### src/rtl/imgproc_droplet_counter.sv
// -----------------------------------------------------------------------------
// imgproc_droplet_counter
// Streams one frame of packed pixel blocks out of the frame and background
// buffers, writes a per-pixel foreground mask to the mask buffer, and counts
// droplets seen in a detection window of blocks as good or bad.
//
// Ports
//   clk, rst_n         clock, asynchronous active-low reset
//   start              one-cycle frame start pulse, honoured only in IDLE
//   clr_cnt            synchronous clear of both counters and droplet history
//   busy, frame_done   frame in progress / one-cycle end-of-frame pulse
//   rd_addr            block address to the frame and background buffers
//   rd_pixel, bg_pixel frame / background block, RD_LAT cycles after rd_addr
//   wr_en, wr_addr,    mask block write port
//   wr_data
//   good_cnt, bad_cnt  saturating droplet counts
//
// state | meaning
// ------+--------------------------------------------------------------
// IDLE  | rd_addr held at 0, waiting for start
// SCAN  | one block address issued per cycle, 0 .. NUM_BLOCKS-1
// DRAIN | waiting for the read-latency pipeline to empty
// DONE  | single cycle, frame_done high, counters hold the frame result
// -----------------------------------------------------------------------------
module imgproc_droplet_counter #(
   parameter int              PPB        = 16,
   parameter int              PW         = 8,
   parameter int              NUM_BLOCKS = 4800,
   parameter int              ADDR_W     = 13,
   parameter int              RD_LAT     = 2,
   parameter int              DIFF_TH    = 5,
   parameter int              WIN_START  = 1509,
   parameter int              WIN_END    = 1511,
   parameter logic [PW-1:0]   GOOD_CODE  = PW'('h51),
   parameter logic [PW-1:0]   BAD_CODE   = PW'('h64),
   parameter int              CNT_W      = 16
) (
   input  logic                clk,
   input  logic                rst_n,
   input  logic                start,
   input  logic                clr_cnt,
   output logic                busy,
   output logic                frame_done,
   output logic [ADDR_W-1:0]   rd_addr,
   input  logic [PPB*PW-1:0]   rd_pixel,
   input  logic [PPB*PW-1:0]   bg_pixel,
   output logic                wr_en,
   output logic [ADDR_W-1:0]   wr_addr,
   output logic [PPB*PW-1:0]   wr_data,
   output logic [CNT_W-1:0]    good_cnt,
   output logic [CNT_W-1:0]    bad_cnt
);

   localparam logic [1:0] S_IDLE  = 2'd0;
   localparam logic [1:0] S_SCAN  = 2'd1;
   localparam logic [1:0] S_DRAIN = 2'd2;
   localparam logic [1:0] S_DONE  = 2'd3;

   localparam logic [ADDR_W-1:0] LP_LAST   = ADDR_W'(NUM_BLOCKS - 1);
   localparam logic [ADDR_W-1:0] LP_WIN_LO = ADDR_W'(WIN_START);
   localparam logic [ADDR_W-1:0] LP_WIN_HI = ADDR_W'(WIN_END);
   localparam logic [PW:0]       LP_TH     = (PW+1)'(DIFF_TH);

   logic [1:0]          r_state;
   logic [ADDR_W-1:0]   r_rd_addr;
   logic [RD_LAT-1:0]   r_vld;
   logic [ADDR_W-1:0]   r_adr_pipe [RD_LAT];
   logic                r_wr_en;
   logic [ADDR_W-1:0]   r_wr_addr;
   logic [PPB*PW-1:0]   r_wr_data;
   logic                r_seen_bad;
   logic                r_seen_good;
   logic                r_prev_present;
   logic [CNT_W-1:0]    r_good_cnt;
   logic [CNT_W-1:0]    r_bad_cnt;

   logic                w_smp_vld;
   logic [ADDR_W-1:0]   w_smp_addr;
   logic                w_in_win;
   logic                w_done_entry;
   logic                w_present;
   logic [PPB*PW-1:0]   w_mask;
   logic                w_any_bad;
   logic                w_any_good;
   logic [PW:0]         w_pix;
   logic [PW:0]         w_bg;
   logic [PW:0]         w_diff;

   // Data returning from the buffers belongs to the address at the tail of
   // the delay line, not to the address currently on rd_addr.
   assign w_smp_vld    = r_vld[RD_LAT-1];
   assign w_smp_addr   = r_adr_pipe[RD_LAT-1];
   assign w_in_win     = (w_smp_addr >= LP_WIN_LO) && (w_smp_addr <= LP_WIN_HI);
   assign w_done_entry = (r_state == S_DRAIN) && (r_vld == '0);
   assign w_present    = r_seen_bad | r_seen_good;

   always_comb begin
      w_mask     = '0;
      w_any_bad  = 1'b0;
      w_any_good = 1'b0;
      w_pix      = '0;
      w_bg       = '0;
      w_diff     = '0;
      for (int i = 0; i < PPB; i++) begin
         w_pix  = {1'b0, rd_pixel[i*PW +: PW]};
         w_bg   = {1'b0, bg_pixel[i*PW +: PW]};
         w_diff = (w_pix >= w_bg) ? (w_pix - w_bg) : (w_bg - w_pix);
         if (w_diff > LP_TH)
            w_mask[i*PW +: PW] = '1;
         if (rd_pixel[i*PW +: PW] == BAD_CODE)
            w_any_bad = 1'b1;
         if (rd_pixel[i*PW +: PW] == GOOD_CODE)
            w_any_good = 1'b1;
      end
   end

   always_ff @(posedge clk or negedge rst_n) begin
      if (!rst_n) begin
         r_state   <= S_IDLE;
         r_rd_addr <= '0;
      end else begin
         case (r_state)
            S_IDLE: begin
               r_rd_addr <= '0;
               if (start)
                  r_state <= S_SCAN;
            end
            S_SCAN: begin
               if (r_rd_addr == LP_LAST) begin
                  r_state   <= S_DRAIN;
                  r_rd_addr <= '0;
               end else begin
                  r_rd_addr <= r_rd_addr + 1'b1;
               end
            end
            S_DRAIN: begin
               if (r_vld == '0)
                  r_state <= S_DONE;
            end
            default: r_state <= S_IDLE;
         endcase
      end
   end

   always_ff @(posedge clk or negedge rst_n) begin
      if (!rst_n) begin
         r_vld <= '0;
         for (int j = 0; j < RD_LAT; j++)
            r_adr_pipe[j] <= '0;
      end else begin
         r_vld[0]      <= (r_state == S_SCAN);
         r_adr_pipe[0] <= r_rd_addr;
         for (int j = 1; j < RD_LAT; j++) begin
            r_vld[j]      <= r_vld[j-1];
            r_adr_pipe[j] <= r_adr_pipe[j-1];
         end
      end
   end

   // Address and data only move on a real write so the port stays quiet
   // between frames.
   always_ff @(posedge clk or negedge rst_n) begin
      if (!rst_n) begin
         r_wr_en   <= 1'b0;
         r_wr_addr <= '0;
         r_wr_data <= '0;
      end else begin
         r_wr_en <= w_smp_vld;
         if (w_smp_vld) begin
            r_wr_addr <= w_smp_addr;
            r_wr_data <= w_mask;
         end
      end
   end

   always_ff @(posedge clk or negedge rst_n) begin
      if (!rst_n) begin
         r_seen_bad  <= 1'b0;
         r_seen_good <= 1'b0;
      end else if (r_state == S_IDLE && start) begin
         r_seen_bad  <= 1'b0;
         r_seen_good <= 1'b0;
      end else if (w_smp_vld && w_in_win) begin
         if (w_any_bad)
            r_seen_bad <= 1'b1;
         else if (w_any_good)
            r_seen_good <= 1'b1;
      end
   end

   // A droplet visible over several consecutive frames is counted only on
   // its first frame; prev_present remembers the previous frame's verdict.
   always_ff @(posedge clk or negedge rst_n) begin
      if (!rst_n) begin
         r_good_cnt     <= '0;
         r_bad_cnt      <= '0;
         r_prev_present <= 1'b0;
      end else if (clr_cnt) begin
         r_good_cnt     <= '0;
         r_bad_cnt      <= '0;
         r_prev_present <= 1'b0;
      end else if (w_done_entry) begin
         if (w_present && !r_prev_present) begin
            if (r_seen_bad) begin
               if (r_bad_cnt != '1)
                  r_bad_cnt <= r_bad_cnt + 1'b1;
            end else if (r_good_cnt != '1) begin
               r_good_cnt <= r_good_cnt + 1'b1;
            end
         end
         r_prev_present <= w_present;
      end
   end

   assign busy       = (r_state != S_IDLE);
   assign frame_done = (r_state == S_DONE);
   assign rd_addr    = r_rd_addr;
   assign wr_en      = r_wr_en;
   assign wr_addr    = r_wr_addr;
   assign wr_data    = r_wr_data;
   assign good_cnt   = r_good_cnt;
   assign bad_cnt    = r_bad_cnt;

endmodule

### config.mk
export PLATFORM = sky130hd
export DESIGN_NAME = imgproc_droplet_counter
export DESIGN_NICKNAME = d
export VERILOG_FILES = /design/src/rtl/imgproc_droplet_counter.sv
export SDC_FILE = /design/constraint.sdc
export NUM_CORES = 1
export LEC_CHECK = 0
export ABC_AREA = 1
export CELL_PAD_IN_SITES_DETAIL_PLACEMENT = 1
export CELL_PAD_IN_SITES_GLOBAL_PLACEMENT = 1
export CORE_ASPECT_RATIO = 0.7
export CORE_UTILIZATION = 39
export CTS_CLUSTER_DIAMETER = 30
export CTS_CLUSTER_SIZE = 20
export DETAILED_ROUTE_END_ITERATION = 8
export HOLD_SLACK_MARGIN = 0.12
export PLACE_DENSITY = 0.93
export REMOVE_ABC_BUFFERS = 1
export SYNTH_ARGS = -nofsm -noshare
export SYNTH_HDL_FRONTEND = slang
export SYNTH_SLANG_ARGS = --single-unit
### constraint.sdc
create_clock -name clk -period 4.1 [get_ports clk]
set_input_delay 0.41 -clock clk [delete_from_list [all_inputs] [get_ports clk]]
set_output_delay 0.41 -clock clk [all_outputs]
set_load 0.02 [all_outputs]
==> impl_results.rst <==
.. list-table::
   :header-rows: 1

   * - Metric
     - Value
   * - Worst-case clock buffer depth
     - 2
   * - FF-to-FF setup slack
     - 1.20 ns
   * - Hold Slack
     - 0.130 ns
   * - RD Place Congestion
     - 0.943
   * - Buffer type at the clock tree root
     - sky130_fd_sc_hd__clkbuf_16
   * - Area after detailed placement
     - 0.0255 mm2
   * - Via count of the first global-routing pass
     - 23,847
   * - Part of the Yosys area used for sequential elements
     - 12.7%
   * - CTS Hold Bufs
     - 0
   * - Deepest level of the CTS H-tree
     - 3
   * - End of the worst register-to-register path
     - bad_cnt[15]
   * - Endpoint type of the worst setup path
     - register
   * - Initial antenna violation count
     - 4
   * - Status
     - finished, final reports clean
   * - MaxCap Viol Count
     - 0
   * - Worst R2R Start
     - r_state[0]
   * - Critical setup path kind
     - register to register
   * - Initial DRT Pass Iterations
     - 5
   * - Aggregate global routing overflow
     - 0
   * - Detail-routed net length per standard cell
     - 16.7 um
   * - Required time reported for the critical path endpoint
     - 4.34 ns
   * - DP Wirelength
     - 67,500 um
   * - Number of I/O port buffers
     - 448
   * - Routed vias/inst
     - 5.05
   * - Post-Synthesis Cells
     - 3,645
   * - Detailed-route via count
     - 23,652
   * - Crit path DAT
     - 3.14 ns
   * - Sum of internal, switching and leakage power
     - 7.91 mW
   * - Number of cell instances on the worst register-to-register path
     - 11
   * - Post-detailed-route DRC marker count
     - 0
   * - CP dominant cell by count
     - sky130_fd_sc_hd__nand2_1
   * - Clock slew seen by the registers of the worst setup and hold paths
     - 0.10 ns
   * - Final count of pins violating max slew
     - 0
   * - Iter 0 DRT Violations
     - 1,352
   * - Worst hold-check path type
     - input pin to asynchronous set/reset pin
   * - Post-route cell area
     - 0.0259 mm2
   * - Largest net degree at the start of global routing
     - 58
   * - Synth Register Bits
     - 108
   * - Clock Latency Late Sink
     - 0.38 ns
   * - Highest ir drop seen on vdd
     - 0.000252 V
   * - Kind of launch point of the worst setup path
     - register
   * - Number of setup violations in the final report
     - 0
   * - Global-route wire length before repair
     - 126,000 um
   * - I/O pins
     - 449
   * - Hold violation total from the final report
     - 0
   * - Global routing usage summed across all routing layers
     - 27.7%
   * - Total Neg Setup Slack
     - 0 ns
   * - Relative max-transition margin
     - 44.1%
   * - CP max stage cell
     - sky130_fd_sc_hd__nand2_1
   * - Fin crit period
     - 2.90 ns
   * - Initial Utilization
     - 39.5%
   * - Pin slew with the least headroom to its limit
     - 0.838 ns
   * - Number of buffers added for setup after CTS
     - 0
   * - Static leakage
     - 14.5 nW
   * - Count of standard-cell rows
     - 71
   * - Timing-limited maximum frequency
     - 345 MHz
   * - Synth async-reset ratio
     - 100%
   * - Full die area
     - 0.0554 mm2
   * - Wire length reported by the detailed router
     - 78,300 um
   * - Post-cts sizing count
     - 0
   * - Core Region
     - 0.0537 mm2
   * - Cell-by-cell trace of the critical path
     - inv_1, ha_1, nand3_2, a21oi_2, nand2_1, nor2_1, nand2_1, nand2_1, inv_1, nand2_1, o31ai_1
   * - Skew final
     - 0.0170 ns
   * - Die boundary width
     - 281 um
   * - Post-layout net count
     - 4,497
   * - Combined buffer and inverter count along the critical path
     - 2
   * - Clock Sink Count
     - 108
   * - Dominant register cell in the synthesized netlist
     - sky130_fd_sc_hd__dfrtp_1
   * - Largest fanout of any net on the critical path
     - 13
   * - Category of cells accounting for the largest share of critical-path delay
     - simple AND/OR/NAND/NOR gates
   * - Synthesized area
     - 0.0212 mm2
   * - Mean post-synth cell area
     - 5.83 um2
   * - TritonCTS clock tree
     - yes
   * - Worst stage delay on the critical path
     - 0.50 ns
   * - Post-synthesis to final-layout area growth
     - 21.7%
   * - RSZ-0062 raised after global routing
     - no
   * - Crit share post-route
     - 70.7%
   * - Synthesis warning total
     - 0
   * - Number of distinct standard cells referenced by the synthesized netlist
     - 46
   * - Number of buffers inserted during clock tree synthesis
     - 9
   * - Final antenna-violating net count
     - 0
   * - Die height
     - 197 um
   * - Fraction of layout cells with a size suffix above 1
     - 2.33%
   * - Ratio of total power to cell area
     - 306 mW/mm2
   * - Post-synth EDFFs
     - 0
[stage by stage]
step                      util (%)  instances  worst slack, ns
after floorplan                  -       3478             1.84
after global placement        47.5       4660             1.22
after detailed placement      47.5       4660             1.10
after CTS                     48.1       4676             1.31
after global routing          48.1       4677             1.05
final                         48.1       4680             1.20
[cell type report]
cell class                 count  area, um2
antenna                        4       10.0
sequential                   108       2700
clock inverter                 7       81.3
clock buffer                   9        225
tap                          730        913
inverter                     716       2690
multi-input combinational   2654      14700
fill                        7466      27900
timing repair buffer         452       4510
[flip-flops by register name, summed over array words and instances (netlist names), 2 cells and up]
register / cells
bad_cnt: 16
good_cnt: 16
wr_data: 16
r_adr_pipe: 13
rd_addr: 13
w_smp_addr: 13
wr_addr: 13
r_state: 2
r_vld: 2
[synthesized netlist by cell type, types with 6 or more instances]
library cell | number | area [um2]
sky130_fd_sc_hd__nand2_1 | 1328 | 4980
sky130_fd_sc_hd__inv_1 | 687 | 2580
sky130_fd_sc_hd__ha_1 | 264 | 3300
sky130_fd_sc_hd__nand3_1 | 243 | 1220
sky130_fd_sc_hd__nor2_1 | 212 | 796
sky130_fd_sc_hd__a21oi_1 | 174 | 871
sky130_fd_sc_hd__buf_4 | 119 | 893
sky130_fd_sc_hd__dfrtp_1 | 108 | 2700
sky130_fd_sc_hd__nand4_1 | 84 | 526
sky130_fd_sc_hd__xor2_1 | 77 | 674
sky130_fd_sc_hd__o21ai_0 | 48 | 240
sky130_fd_sc_hd__buf_2 | 41 | 205
sky130_fd_sc_hd__nor3_1 | 39 | 195
sky130_fd_sc_hd__xnor2_1 | 34 | 298
sky130_fd_sc_hd__fa_1 | 32 | 641
sky130_fd_sc_hd__inv_2 | 27 | 101
sky130_fd_sc_hd__nand3b_1 | 17 | 128
sky130_fd_sc_hd__o31ai_1 | 16 | 120
sky130_fd_sc_hd__nand4_2 | 12 | 150
sky130_fd_sc_hd__o211ai_1 | 11 | 82.6
sky130_fd_sc_hd__nor4_1 | 10 | 62.6
sky130_fd_sc_hd__nand2_2 | 6 | 37.5
[placed cells by master, fill, tap and decap left out, drive strengths merged]
cell	netlist	layout
nand2	1339	1339
buf	162	5
o32ai	2	2
diode	0	4
ha	264	264
nand3	246	246
nor2	219	219
clkdlybuf4s50	0	447
clkbuf	5	9
xor2	77	77
nand3b	17	17
a32o	1	1
a221oi	1	1
o21a	2	2
clkinv	2	4
o22ai	5	5
o21ai	53	53
inv	714	719
a31oi	3	3
nand4	96	96
a21oi	179	179
o31ai	16	16
nor3	40	40
nor4	10	10
a22oi	1	1
o211ai	11	11
xnor2	34	34
dfrtp	108	108
or2	4	4
fa	32	32
nor3b	1	1
and3	1	1
[cells by family after synthesis]
family | count (synthesis) | synth area share [%]
buf+inv | 883 | 18.0
fa+ha+maj | 296 | 18.6
xor+xnor | 111 | 4.58
compound gates | 274 | 7.02
flops | 108 | 12.7
simple gates | 1973 | 39.1
[worst max path at each step]
stage	startpoint	to	slack (ns)	cells after the start
global route	r_state[0]	bad_cnt[14]	1.05	11
global placement	rd_pixel[75]	wr_data[79]	1.22	17
detailed placement	rd_pixel[18]	wr_data[23]	1.10	17
CTS	r_state[0]	bad_cnt[15]	1.31	11
finish	r_state[0]	bad_cnt[15]	1.20	11
floorplan	r_vld[1]	bad_cnt[9]	1.84	10
[power by group]
part           internal [mW]  total [mW]  switching [mW]
clock                  0.443       0.963           0.520
sequential              1.21        1.48           0.278
combinational           2.26        5.46            3.20
[layer usage]
metal  part of all wire, %  GRT usage (%)  vias to the layer above
met5                 0.017              0                        -
met4                   1.5           4.59                        2
met3                   4.5           3.16                       69
met2                    45           45.9                      540
met1                    49           38.9                    11321
li1                      -              -                    11720
Note: power is estimated with default switching activity, not from simulation.
